## config.mk

```make
export PLATFORM = sky130hd
export DESIGN_NAME = uart_arbiter
export DESIGN_NICKNAME = d
export VERILOG_FILES = /design/src/rtl/uart_arbiter.sv
export SDC_FILE = /design/constraint.sdc
export NUM_CORES = 1
export LEC_CHECK = 0
export CORE_ASPECT_RATIO = 0.6
export CORE_MARGIN = 3
export CORE_UTILIZATION = 35
export CTS_CLUSTER_DIAMETER = 30
export DETAILED_ROUTE_END_ITERATION = 16
export GPL_ROUTABILITY_DRIVEN = 0
export PLACE_DENSITY = 0.74
export SYNTH_ARGS = -nofsm -noshare
export SYNTH_HDL_FRONTEND = slang
export SYNTH_SLANG_ARGS = --single-unit
```

## constraint.sdc

```tcl
create_clock -name clock -period 2.7 [get_ports clock]
set_input_delay 0.81 -clock clock [delete_from_list [all_inputs] [get_ports clock]]
set_output_delay 0.81 -clock clock [all_outputs]
set_load 0.02 [all_outputs]
```

## src/rtl/uart_arbiter.sv

```systemverilog
`default_nettype none
// uart_arbiter: round-robin sharing of one uart_device control port among NUM_REQ byte producers.
// Optional feature: define UART_ARB_BAUD_INIT_EN to program BAUD_DIVIDER into device address 2 after reset.
module uart_arbiter #(
    parameter int          NUM_REQ      = 4,
    parameter logic [15:0] BAUD_DIVIDER = 16'h0446
) (
    input  logic                 clock,
    input  logic                 reset_n,
    input  logic [NUM_REQ-1:0]   req,
    input  logic [NUM_REQ-1:0]   lock,
    input  logic [8*NUM_REQ-1:0] req_data,
    output logic [NUM_REQ-1:0]   grant,
    output logic [NUM_REQ-1:0]   ack,
    output logic                 busy,
    output logic                 uart_control,
    output logic                 uart_write_enable,
    output logic [7:0]           uart_address,
    output logic [15:0]          uart_data_in,
    input  logic [15:0]          uart_data_out
);

    localparam int PW = (NUM_REQ > 1) ? $clog2(NUM_REQ) : 1;

    typedef enum logic [2:0] {
        S_INIT   = 3'd0,
        S_IDLE   = 3'd1,
        S_POLL   = 3'd2,
        S_WRITE  = 3'd3,
        S_ACK    = 3'd4,
        S_LOCKED = 3'd5
    } state_t;

    state_t          state, next_state;
    logic [PW-1:0]   last, owner, win_idx, cand;
    logic            win_found;
    logic [7:0]      byte_q;
    logic            unused_dout;

    assign unused_dout = ^uart_data_out[15:1];

    always_ff @(posedge clock or negedge reset_n) begin
        if (!reset_n) begin
`ifdef UART_ARB_BAUD_INIT_EN
            state <= S_INIT;
`else
            state <= S_IDLE;
`endif
        end else begin
            state <= next_state;
        end
    end

    // First pending requester strictly after the last owner, wrapping mod NUM_REQ.
    always_comb begin
        win_found = 1'b0;
        win_idx   = '0;
        cand      = '0;
        for (int k = 1; k <= NUM_REQ; k++) begin
            cand = PW'((int'(last) + k) % NUM_REQ);
            if (!win_found && req[cand]) begin
                win_found = 1'b1;
                win_idx   = cand;
            end
        end
    end

    // Bus outputs are decoded from state; gating with reset_n keeps them 0 while INIT is held in reset.
    always_comb begin
        next_state        = state;
        uart_control      = 1'b0;
        uart_write_enable = 1'b0;
        uart_address      = 8'h00;
        uart_data_in      = 16'h0000;
        busy              = reset_n && (state != S_IDLE);
        ack               = (reset_n && state == S_ACK) ? grant : '0;
        case (state)
            S_INIT: begin
                uart_control      = reset_n;
                uart_write_enable = reset_n;
                uart_address      = reset_n ? 8'h02 : 8'h00;
                uart_data_in      = reset_n ? BAUD_DIVIDER : 16'h0000;
                next_state        = S_IDLE;
            end
            S_IDLE: begin
                if (win_found) next_state = S_POLL;
            end
            S_POLL: begin
                uart_control = 1'b1;
                uart_address = 8'h01;
                if (uart_data_out[0]) next_state = S_WRITE;
            end
            S_WRITE: begin
                uart_control      = 1'b1;
                uart_write_enable = 1'b1;
                uart_address      = 8'h03;
                uart_data_in      = {8'h00, byte_q};
                next_state        = S_ACK;
            end
            S_ACK: begin
                next_state = lock[owner] ? S_LOCKED : S_IDLE;
            end
            S_LOCKED: begin
                if (!lock[owner])    next_state = S_IDLE;
                else if (req[owner]) next_state = S_POLL;
            end
            default: next_state = S_IDLE;
        endcase
    end

    always_ff @(posedge clock or negedge reset_n) begin
        if (!reset_n) begin
            grant  <= '0;
            owner  <= '0;
            byte_q <= 8'h00;
            last   <= PW'(NUM_REQ - 1);
        end else begin
            case (state)
                S_IDLE: begin
                    if (win_found) begin
                        grant  <= {{(NUM_REQ-1){1'b0}}, 1'b1} << win_idx;
                        owner  <= win_idx;
                        byte_q <= req_data[{win_idx, 3'b000} +: 8];
                    end
                end
                S_ACK: begin
                    if (!lock[owner]) begin
                        last  <= owner;
                        grant <= '0;
                    end
                end
                S_LOCKED: begin
                    if (!lock[owner]) begin
                        last  <= owner;
                        grant <= '0;
                    end else if (req[owner]) begin
                        byte_q <= req_data[{owner, 3'b000} +: 8];
                    end
                end
                default: ;
            endcase
        end
    end

endmodule
`default_nettype wire

```

==> results of run 1 <==
[sequential cells by signal, indices dropped and copies added (netlist names)]
register and flops:
owner 2, last 2, state 3, grant 4, byte_q 8
[worst paths after layout]
| check | start | end | slack, ns | depth (start not counted) |
|---|---|---|---|---|
| worst max-delay path | req[3] | byte_q[7] | 0.13 | 6 |
| min in group clock | grant[3] | grant[3] | 0.52 | 2 |
| worst max register to register | state[0] | byte_q[6] | 0.43 | 6 |
| worst min register to register | grant[3] | grant[3] | 0.52 | 2 |
| max in group asynchronous | reset_n | last[1] | 2.00 | 2 |
| worst min-delay path | reset_n | state[1] | 0.49 | 2 |
[cell usage after synthesis (all sizes together), types with 2 or more instances]
| cell | number | area [um2] |
|---|---|---|
| buf | 19 | 151 |
| nand2 | 18 | 67.6 |
| a211oi | 16 | 145 |
| dfrtp | 16 | 400 |
| nor2 | 14 | 52.6 |
| a21oi | 10 | 50.1 |
| mux2i | 10 | 113 |
| o21ai | 9 | 48.8 |
| and2 | 6 | 40.0 |
| and3 | 5 | 31.3 |
| clkbuf | 5 | 18.8 |
| inv | 5 | 18.8 |
| mux2 | 4 | 45.0 |
| a21o | 3 | 22.5 |
| dfstp | 3 | 78.8 |
| nor2b | 3 | 18.8 |
| o31ai | 3 | 36.3 |
| or2 | 3 | 18.8 |
| a22o | 2 | 17.5 |
| a22oi | 2 | 15.0 |
| a31oi | 2 | 12.5 |
| ha | 2 | 25.0 |
| mux4 | 2 | 45.0 |
| nor3b | 2 | 15.0 |
| nor4 | 2 | 12.5 |
| o211ai | 2 | 15.0 |
| o22a | 2 | 17.5 |
[timing repair]
action	4_1_cts	5_1_grt
gates resized for setup	41	3
endpoints found under the setup margin	17	7
pin swaps	0	0
[through the flow]
stage                     util, %  total power, mW
after floorplan                 -             1.69
after global placement       56.9             2.30
after detailed placement     56.9             2.34
after CTS                    58.2             2.51
after global routing         57.9             2.70
final                        57.9             2.50
[layer usage]
layer	vias up	share of wire, %
met5	-	0
met4	0	0.52
met3	4	10
met2	62	39
met1	805	50
li1	824	-
[where the power goes]
part / leakage (nW) / internal (mW) / switching, mW / total, mW
Combinational: 0.876 / 0.822 / 0.866 / 1.69
Clock: 0.0255 / 0.103 / 0.0995 / 0.202
Sequential: 0.221 / 0.444 / 0.169 / 0.612
Total: 1.12 / 1.37 / 1.13 / 2.50
[cells by family (layout without fill, tap and decap cells)]
kind of cell,Yosys count,count (layout)
mux,16,16
buf+inv,29,98
fa+ha+maj,2,2
other cells,1,13
simple gates,64,64
compound gates,56,56
flops,19,19
[worst reg2reg max path, cell delays in order, from the launching register on]
cell	delay (ns)
dfstp_2	0.62
buf_4	0.20
or4bb_1	0.62
o31ai_4	0.15
buf_12	0.19
mux2i_1	0.27
a211oi_2	0.10
[area by class of cell]
type	count	area (um2)	area share, %
clock buffers	3	41.3	1.64
clock inverters	1	5.00	0.199
inverters	5	18.8	0.745
multi-input cells	151	1080	42.9
flip-flops and latches	19	479	19.0
well taps	60	75.1	2.98
repair buffers	89	818	32.5
==> results.cfg, run 1 <==
[cells_and_area]
diodes = 0
final_cell_mix = clkdlybuf4s50_1, buf_4, nand2_1
stdcell_area_mm2 = 0.00252
layout_commonest_cell = clkdlybuf4s50_1
synthToLayoutAreaGrowth_pct = 50.1
fillCellCount = 397
final_cells = 328
drive_above_1_share_pct = 24.3
nets = 329

[worst_hold_path]
hp-class = in2async

[grt]
grt_max_degree = 17
track_usage_pct = 17.3
grt_pass1_vias = 1522
use_met2_pct = 23.2
antenna_found_initial = 0
grt_pass1_wl_um = 7630
use_met1_pct = 27.3
busiest_layer = met1
met3_usage_pct = 5.20
grt_overflow = 0

[sta]
timing.final.ws_setup_ns = 0.129
setup_viol = 0
hold_slack_ns = 0.494
hold_viol = 0
max_clock_freq_mhz = 389
fin_crit_sh_pct = 95.2
drv_slew = 0
fin_crit_ns = 2.57
rsz0062_at_grt = false
skew_ns = 0.00689
final.setup.tns_ns = 0

[yosys]
synthXorXnorAreaFrac_pct = 0
synth.ff_latch_count = 19
synthAdderAreaFrac_pct = 1.49
syn_inst = 187
synth_seq_area_share_pct = 28.6
synth_ff_type = dfrtp_1
synth_compound_area_share_pct = 26.1
synth-async-reset-ratio_pct = 100
synth_top_family_by_area = compound AO/OA/AOI/OAI gates
syn_avg_cell_area_um2 = 8.97
synth-simple-area-share_pct = 20.3
synth_edf_count = 0
ys_types = 52
ys_warn_count = 0
syn_area_mm2 = 0.00168
synthMuxAreaShare_pct = 12.1

[cts]
postCtsSetupBuffers = 0
clockRootBuffer = clkbuf_8
numCtsBuffers = 3
cts_sinks = 19
hold_buffers = 0
clock_latency_ns = 0.26
clockBufferDepth = 2
tritoncts = yes
clk_pin_slew_ns = 0.08
htree_levels = 1

[place]
hpwl_um = 3910
pre_cts_ws_ns = -0.696
placed_area_mm2 = 0.00247
dp.cells = 324
place.port_buffers = 64

[critical_path]
slowest_delay_ns = 0.53
startpoint_type = primary input
crit_family = buffers and inverters
path_class = in2reg
crit_chain = clkdlybuf4s50_1 -> mux4_2 -> a32o_1 -> buf_4 -> and2_4 -> a211oi_1
worst-path-max-fanout = 9
endpoint_kind = flop
worstPathRequired_ns = 2.86
crit_slowest_cell = mux4_2
crit_arrival_ns = 2.73
path_buf_inv = 2

[drt]
drt_pass1_iterations = 4
drtAntennaViolNets = 0
wl_um = 4830
post_drt_wl_per_cell_um = 14.7
drt-initial-drc-count = 62
drc_errors = 0
num_vias = 1695
viasPerCell = 5.17

[floorplan]
io_pins = 93
num_rows = 18
die-area_mm2 = 0.00569
die_y_um = 59.6
core_area_mm2 = 0.00435
start_util_pct = 38.6
die_x_um = 95.4

[run_status]
status = finished clean

[power_and_ir_drop]
peakVddDrop_uv = 401
power.density_mw_per_mm2 = 994
p_leak_nw = 1.12

[job]
drv_cap = 0
Power figures use the tool's default switching activity.
==> inputs of run 2 (changes only) <==
Settings changed: SETUP_SLACK_MARGIN set to 0.1.
==> run 2 against run 1 <==
Against the previous run:
- critical path depth up 2
- routed wire length up 1.4%
- register-to-register slack worse by 0.02 ns
- hold slack better by 0.032 ns
- combinational power up 2%
- cell count up 0.30%
- power up 1.9%
- sequential share of layout area about the same
- die area unchanged
- highest routed layer unchanged
- via count down 0.18%
- largest cell class unchanged
- fmax down 0.18%
==> results.cfg, run 2 (synthesized netlist as in run 1, its figures left out) <==
[sta]
timing.final.ws_setup_ns = 0.124
hold_slack_ns = 0.526
final.setup.tns_ns = 0
hold_viol = 0
fin_crit_ns = 2.58
drv_slew = 0
setup_viol = 0
max_clock_freq_mhz = 388
rsz0062_at_grt = true
fin_crit_sh_pct = 95.4
skew_ns = 0.00734

[cts]
clockBufferDepth = 2
htree_levels = 1
tritoncts = yes
numCtsBuffers = 3
clockRootBuffer = clkbuf_8
clk_pin_slew_ns = 0.07
clock_latency_ns = 0.26
cts_sinks = 19

[critical_path]
r2r_start = state[0]
worst-path-max-fanout = 16
worstPathRequired_ns = 2.84
path_class = in2reg
crit_arrival_ns = 2.71
reg2regPathDepth = 6
timing.rr.end = byte_q[7]
startpoint_type = primary input
endpoint_kind = flop
rrSetupSlack_ns = 0.41

[cells_and_area]
final_cells = 329
final_cell_mix = clkdlybuf4s50_1, buf_4, nand2_1
diodes = 0
layout_commonest_cell = clkdlybuf4s50_1
utilization_pct = 58.2
synthToLayoutAreaGrowth_pct = 50.9
biggestRegsByFlops = byte_q (8), grant (4), state (3)
top_register = byte_q
drive_above_1_share_pct = 26.8
nets = 330
largest_register_ffs = 8

[run_status]
status = finished clean

[drt]
drtAntennaViolNets = 0
viasPerCell = 5.14
drt_pass1_iterations = 4
post_drt_wl_per_cell_um = 14.9
drt-initial-drc-count = 65
drc_errors = 0
wl_um = 4900
num_vias = 1692

[floorplan]
start_util_pct = 38.6
num_rows = 18
core_area_mm2 = 0.00435
die_y_um = 59.6
die_x_um = 95.4
io_pins = 93
die-area_mm2 = 0.00569

[worst_hold_path]
hp-class = reg2reg
hold_end = grant[3]
hp-start = grant[3]
holdPathStages = 2

[place]
hpwl_um = 3910
place.port_buffers = 64
dp.cells = 324
pre_cts_ws_ns = -0.696

[grt]
antenna_found_initial = 0
grt_overflow = 0
grt_pass1_vias = 1521
grt_pass1_wl_um = 7620
track_usage_pct = 17.3
grt_max_degree = 17

[power_and_ir_drop]
p_leak_nw = 1.15
power.density_mw_per_mm2 = 1010
peakVddDrop_uv = 406

[job]
drv_cap = 0
==> run 2: worst max-delay path, stage by stage <==
cell and delay, ns:
clkdlybuf4s50_1 0.49, buf_4 0.18, or3b_2 0.49, o21ai_2 0.11, o31ai_4 0.08, buf_12 0.18, a211oi_1 0.29, a211oi_2 0.07
==> run 2: area by class of cell <==
| class | count | area (um2) |
|---|---|---|
| flip-flops and latches | 19 | 480 |
| multi-input cells | 151 | 1110 |
| clock inverters | 1 | 5.00 |
| well taps | 60 | 75.1 |
| clock buffers | 3 | 41.3 |
| repair buffers | 90 | 805 |
| fillers | 394 | 1820 |
| inverters | 5 | 18.8 |
==> run 2: worst max path at each step <==
stage | to | cells past startpoint | from | slack, ns
finish | byte_q[1] | 8 | req[0] | 0.12
global route | byte_q[5] | 8 | req[0] | 0.08
detailed placement | uart_address[1] | 6 | reset_n | -0.70
floorplan | uart_write_enable | 2 | reset_n | 0.19
global placement | ack[1] | 5 | reset_n | -0.63
CTS | uart_data_in[6] | 5 | reset_n | 0.11
==> run 2: power by group <==
part           internal (mW)  switching [mW]  leakage, nW
registers              0.445           0.170        0.220
clock network          0.103           0.100       0.0255
logic                  0.839           0.893        0.903
==> run 2: per-layer routing <==
layer / routed length, um / vias to the layer above / global-route usage, %
li1: - / 826 / -
met5: 0 / - / 0
met3: 502 / 4 / 5.20
met2: 1960 / 60 / 23.2
met4: 25 / 0 / 2.43
met1: 2410 / 802 / 27.3
==> run 2: metrics by stage <==
step                power [mW]  area [um2]
floorplan                 1.69        1730
global placement          2.30        2470
detailed placement        2.34        2470
CTS                       2.52        2510
global route              2.74        2530
finish                    2.55        2530
==> run 2: timing repair <==
action	in CTS	in global routing
endpoints found under the hold margin	0	0
endpoints found under the setup margin	17	14
hold buffers	0	0
pin swaps	0	1
buffers inserted	0	1
gates resized for setup	48	13
==> inputs of run 3 (changes only) <==
Clock period 2.7 ns to 2.6 ns, I/O delays scaled along.
==> run 3 against run 2 <==
Against the previous run:
- routed wire length is 0.41% lower
- critical path depth is 2 lower
- die area stayed put
- power is 5.4% higher
- cell count is 0.61% higher
- combinational power is 8% higher
- clock power is 2% higher
- final area is 0.89% higher
- hold slack worse by 0.061 ns
- via count is 0.24% higher
- sequential share of layout area is 0.17 points lower
- count of clock-buffer cells in the layout stayed put
==> results.cfg, run 3 (synthesized netlist as in run 1, its figures left out) <==
[run_status]
status = finished clean

[floorplan]
num_rows = 18
io_pins = 93
die_y_um = 59.6
start_util_pct = 38.6
die-area_mm2 = 0.00569
core_area_mm2 = 0.00435
die_x_um = 95.4

[cts]
hold_buffers = 0
tritoncts = yes
clockBufferDepth = 2
clk_pin_slew_ns = 0.07
numCtsBuffers = 3
clockRootBuffer = clkbuf_8
clock_latency_ns = 0.26
cts_sinks = 19
htree_levels = 1

[grt]
track_usage_pct = 17.3
grt_pass1_vias = 1519
grt_pass1_wl_um = 7580
grt_overflow = 0
grt_max_degree = 17
antenna_found_initial = 0

[critical_path]
endpoint_kind = flop
worstPathRequired_ns = 2.78
startpoint_type = primary input
worst-path-max-fanout = 9
crit_arrival_ns = 2.59
path_class = in2reg

[power_and_ir_drop]
share_seq_of_total_power_pct = 23.2
pwr-share-clk_pct = 7.7
peakVddDrop_uv = 387
p_int_mw = 1.48
p_leak_nw = 1.17
power.net_switching_mw = 1.21
power.density_mw_per_mm2 = 1050
p_comb_share_pct = 69.1
switching_share_pct = 45.0

[cells_and_area]
final_cell_mix = clkdlybuf4s50_1, buf_4, nand2_1
fillCellCount = 397
largest_register_ffs = 8
synthToLayoutAreaGrowth_pct = 52.2
utilization_pct = 58.8
seq_area_um2 = 480
multi_input_area_mm2 = 0.00112
top_register = byte_q
drive_above_1_share_pct = 30.3
diodes = 0
nets = 332
biggestRegsByFlops = byte_q (8), grant (4), state (3)
layout_commonest_cell = clkdlybuf4s50_1

[drt]
drt-initial-drc-count = 62
drc_errors = 0
num_vias = 1696
viasPerCell = 5.12
drtAntennaViolNets = 0
drt_pass1_iterations = 4
post_drt_wl_per_cell_um = 14.7
wl_um = 4880

[place]
place.port_buffers = 64
hpwl_um = 3950
pre_cts_ws_ns = -0.707

[job]
drv_cap = 0

[sta]
fin_crit_sh_pct = 92.8
hold_viol = 0
drv_slew = 0
skew_ns = 0.00275
fin_crit_ns = 2.41
max_clock_freq_mhz = 414
hold_slack_ns = 0.465
rsz0062_at_grt = false
timing.final.ws_setup_ns = 0.187
setup_viol = 0

[worst_hold_path]
hp-class = in2async
==> run 3: metrics by stage <==
step           setup TNS [ns]  power, mW  cells  cell area (um2)
2_1_floorplan               0       1.75    199             1730
4_1_cts                     0       2.66    329             2540
6_report                    0       2.69    331             2550
3_3_place_gp            -8.76       2.41    324             2490
3_5_place_dp            -9.03       2.45    324             2490
5_1_grt                     0       2.88    331             2550
==> run 3: final cells by class <==
type / instances / share of cell area [%]
well taps: 60 / 2.94
clock buffers: 3 / 1.62
inverters: 5 / 0.735
flip-flops and latches: 19 / 18.8
clock inverters: 1 / 0.196
repair buffers: 92 / 31.9
multi-input cells: 151 / 43.8
==> run 3: timing repair <==
action	CTS	global route
pin swaps	1	3
buffers inserted	1	2
gates cloned	0	0
resized for setup	60	20
endpoints found under the setup margin	24	19
==> run 3: worst paths after layout <==
kind	depth (start not counted)	endpoint	slack (ns)	from
worst max-delay path	6	byte_q[2]	0.19	lock[3]
worst min-delay path	2	state[1]	0.47	reset_n
worst max register to register	6	byte_q[6]	0.37	state[1]
worst min register to register	2	grant[3]	0.52	grant[3]
max in group asynchronous	2	last[1]	1.93	reset_n
min in group clock	2	grant[3]	0.52	grant[3]
==> run 3: power by group through the flow <==
| stage | Sequential, mW | Clock (mW) | Combinational [mW] |
|---|---|---|---|
| after floorplan | 0.578 | 0 | 1.17 |
| after global placement | 0.614 | 0 | 1.80 |
| after detailed placement | 0.624 | 0 | 1.82 |
| after CTS | 0.635 | 0.214 | 1.81 |
| after global routing | 0.648 | 0.228 | 2.01 |
| final | 0.624 | 0.207 | 1.86 |
==> run 3: metal layers <==
| metal | part of all wire [%] | vias to the layer above | GRT usage, % |
|---|---|---|---|
| met5 | 0 | - | 0 |
| met4 | 0.20 | 0 | 3.04 |
| met3 | 10 | 3 | 5.71 |
| met2 | 41 | 65 | 25.0 |
| met1 | 48 | 793 | 25.3 |
| li1 | - | 835 | - |
==> run 3: worst max-delay path, stage by stage <==
cell	delay [ns]
clkdlybuf4s50_1	0.39
mux4_2	0.49
a32o_2	0.31
buf_4	0.18
and2_4	0.21
a211oi_2	0.22
==> patch (settings of run 1) <==
Add a define of `UART_ARB_BAUD_INIT_EN`.
--- a/src/rtl/uart_arbiter.sv
+++ b/src/rtl/uart_arbiter.sv
@@ -3,2 +3,4 @@
 // Optional feature: define UART_ARB_BAUD_INIT_EN to program BAUD_DIVIDER into device address 2 after reset.
+`define UART_ARB_BAUD_INIT_EN
+
 module uart_arbiter #(
Check against the original RTL: not equivalent (Yosys sat finds a counterexample within 4 cycles, from zero or initial values and one cycle with reset_n low).
==> patch against run 1 <==
Critical path depth shrank 1; die area about the same; final cell count up 1.2%; hold slack gained 0.026 ns; setup slack got worse by 0.059 ns; sequential cell count unchanged; power up 0.11%; synthesized area hardly changed; wire length increased by 1.9%; sequential share of layout area is essentially flat; design area stayed put; critical path type is now in -> out.
==> patch: results (changes against run 1) <==
- Outcome: finished clean
- Synth cell count leaders: nand2_1 (18), dfrtp_1 (17), nor2_1 (14)
- Max stage delay on crit path: 0.28 ns (-0.25 ns)
- Synth area leaders: dfrtp_1 (25%), buf_4 (5.8%), mux2i_1 (5.4%), a211oi_1 (4.9%), nand2_1 (4.0%)
- Worst hold path type: reg -> reg
- Max FO, Critical Path: 5 (-4)
- N_diodes: 0 (unchanged)
- Leak pwr: 1.15 nW (+2.4%)
- Worst r2r src: state[1]
- Setup bufs post-CTS: 0 (unchanged)
- Vias in the first global route: 1585 (+4.1%)
- Max Buffers Root-to-Sink: 2 (unchanged)
- Register area share after synthesis: 28.5% (-0.053 points)
- R2r setup slk: 0.52 ns (+0.09 ns)
- Peak supply drop: 397 uV (-1.1%)
- Share of post-route cells with drive strength above 1: 25.4% (+1.1 points)
- Global-route wire length before repair: 7870 um (+3.1%)
- Critical Path Source: reset_n
- Post-synth ARST share: 100% (unchanged)
- Final HPWL DP: 3990 um (+2.2%)
- Clk_skew: 0.00279 ns (-0.00409 ns)
- Crit path max-delay cell type: or2_2
- Finished Layout Cells: 332 (+1.2%)
- Pre-CTS WS: -0.629 ns (+0.0674 ns)
- Routed wire length per instance: 14.8 um (+0.66%)
- WHS Endpoint: grant[1]
- DR iter-0 viols: 99 (+60%)
-- patch: worst max-delay path, delay by kind of cell --
kind          cells  cell delay, ns
buf+inv           3            0.58
simple gates      2            0.42
-- patch: metal layers --
metal	track usage (%)	wire (um)	vias to the layer above
met2	25.6	1980	82
li1	-	-	832
met1	27.3	2320	792
met3	4.70	598	4
met5	0	0	-
met4	2.67	20	0
-- patch: worst max path at each step --
| stage | slack, ns | cells after the start | endpoint |
|---|---|---|---|
| floorplan | 0.19 | 2 | uart_write_enable |
| finish | 0.07 | 5 | uart_write_enable |
| global placement | -0.64 | 5 | ack[3] |
| global route | 0.03 | 5 | uart_write_enable |
| detailed placement | -0.63 | 5 | uart_data_in[6] |
| CTS | 0.06 | 5 | uart_write_enable |
-- patch: cells by family after synthesis --
| logic type | after synthesis | share of synthesized area, % |
|---|---|---|
| simple gates | 64 | 20.3 |
| flops | 19 | 28.5 |
| buf+inv | 29 | 11.3 |
| mux | 16 | 12.1 |
| compound gates | 56 | 26.1 |
| fa+ha+maj | 2 | 1.49 |
| other cells | 1 | 0.224 |
-- patch: area by class of cell --
type / count / area share (%)
Clock buffer: 3 / 1.64
Sequential cell: 19 / 19.0
Multi-Input combinational cell: 151 / 42.7
Timing Repair Buffer: 93 / 32.8
Tap cell: 60 / 2.98
Inverter: 5 / 0.745
Clock inverter: 1 / 0.199
-- patch: metrics by stage --
step | power [W] | instance area, um^2 | hold WS (ns)
after floorplan | 0.00168 | 1730 | 0.514
after global placement | 0.00233 | 2520 | 0.503
after detailed placement | 0.00237 | 2520 | 0.510
after CTS | 0.00251 | 2520 | 0.528
after global routing | 0.00271 | 2520 | 0.562
final | 0.00251 | 2520 | 0.520
-- patch: report_power, final --
part,switching [W],internal (W),total (W)
combinational,0.000874,0.000830,0.00170
sequential,0.000155,0.000437,0.000592
clock,0.000107,0.000103,0.000210
-- patch: what timing repair did --
action | 4_1_cts | 5_1_grt
hold endpoints to repair | 0 | 0
gates resized for setup | 52 | 0
setup endpoints to repair | 15 | 0
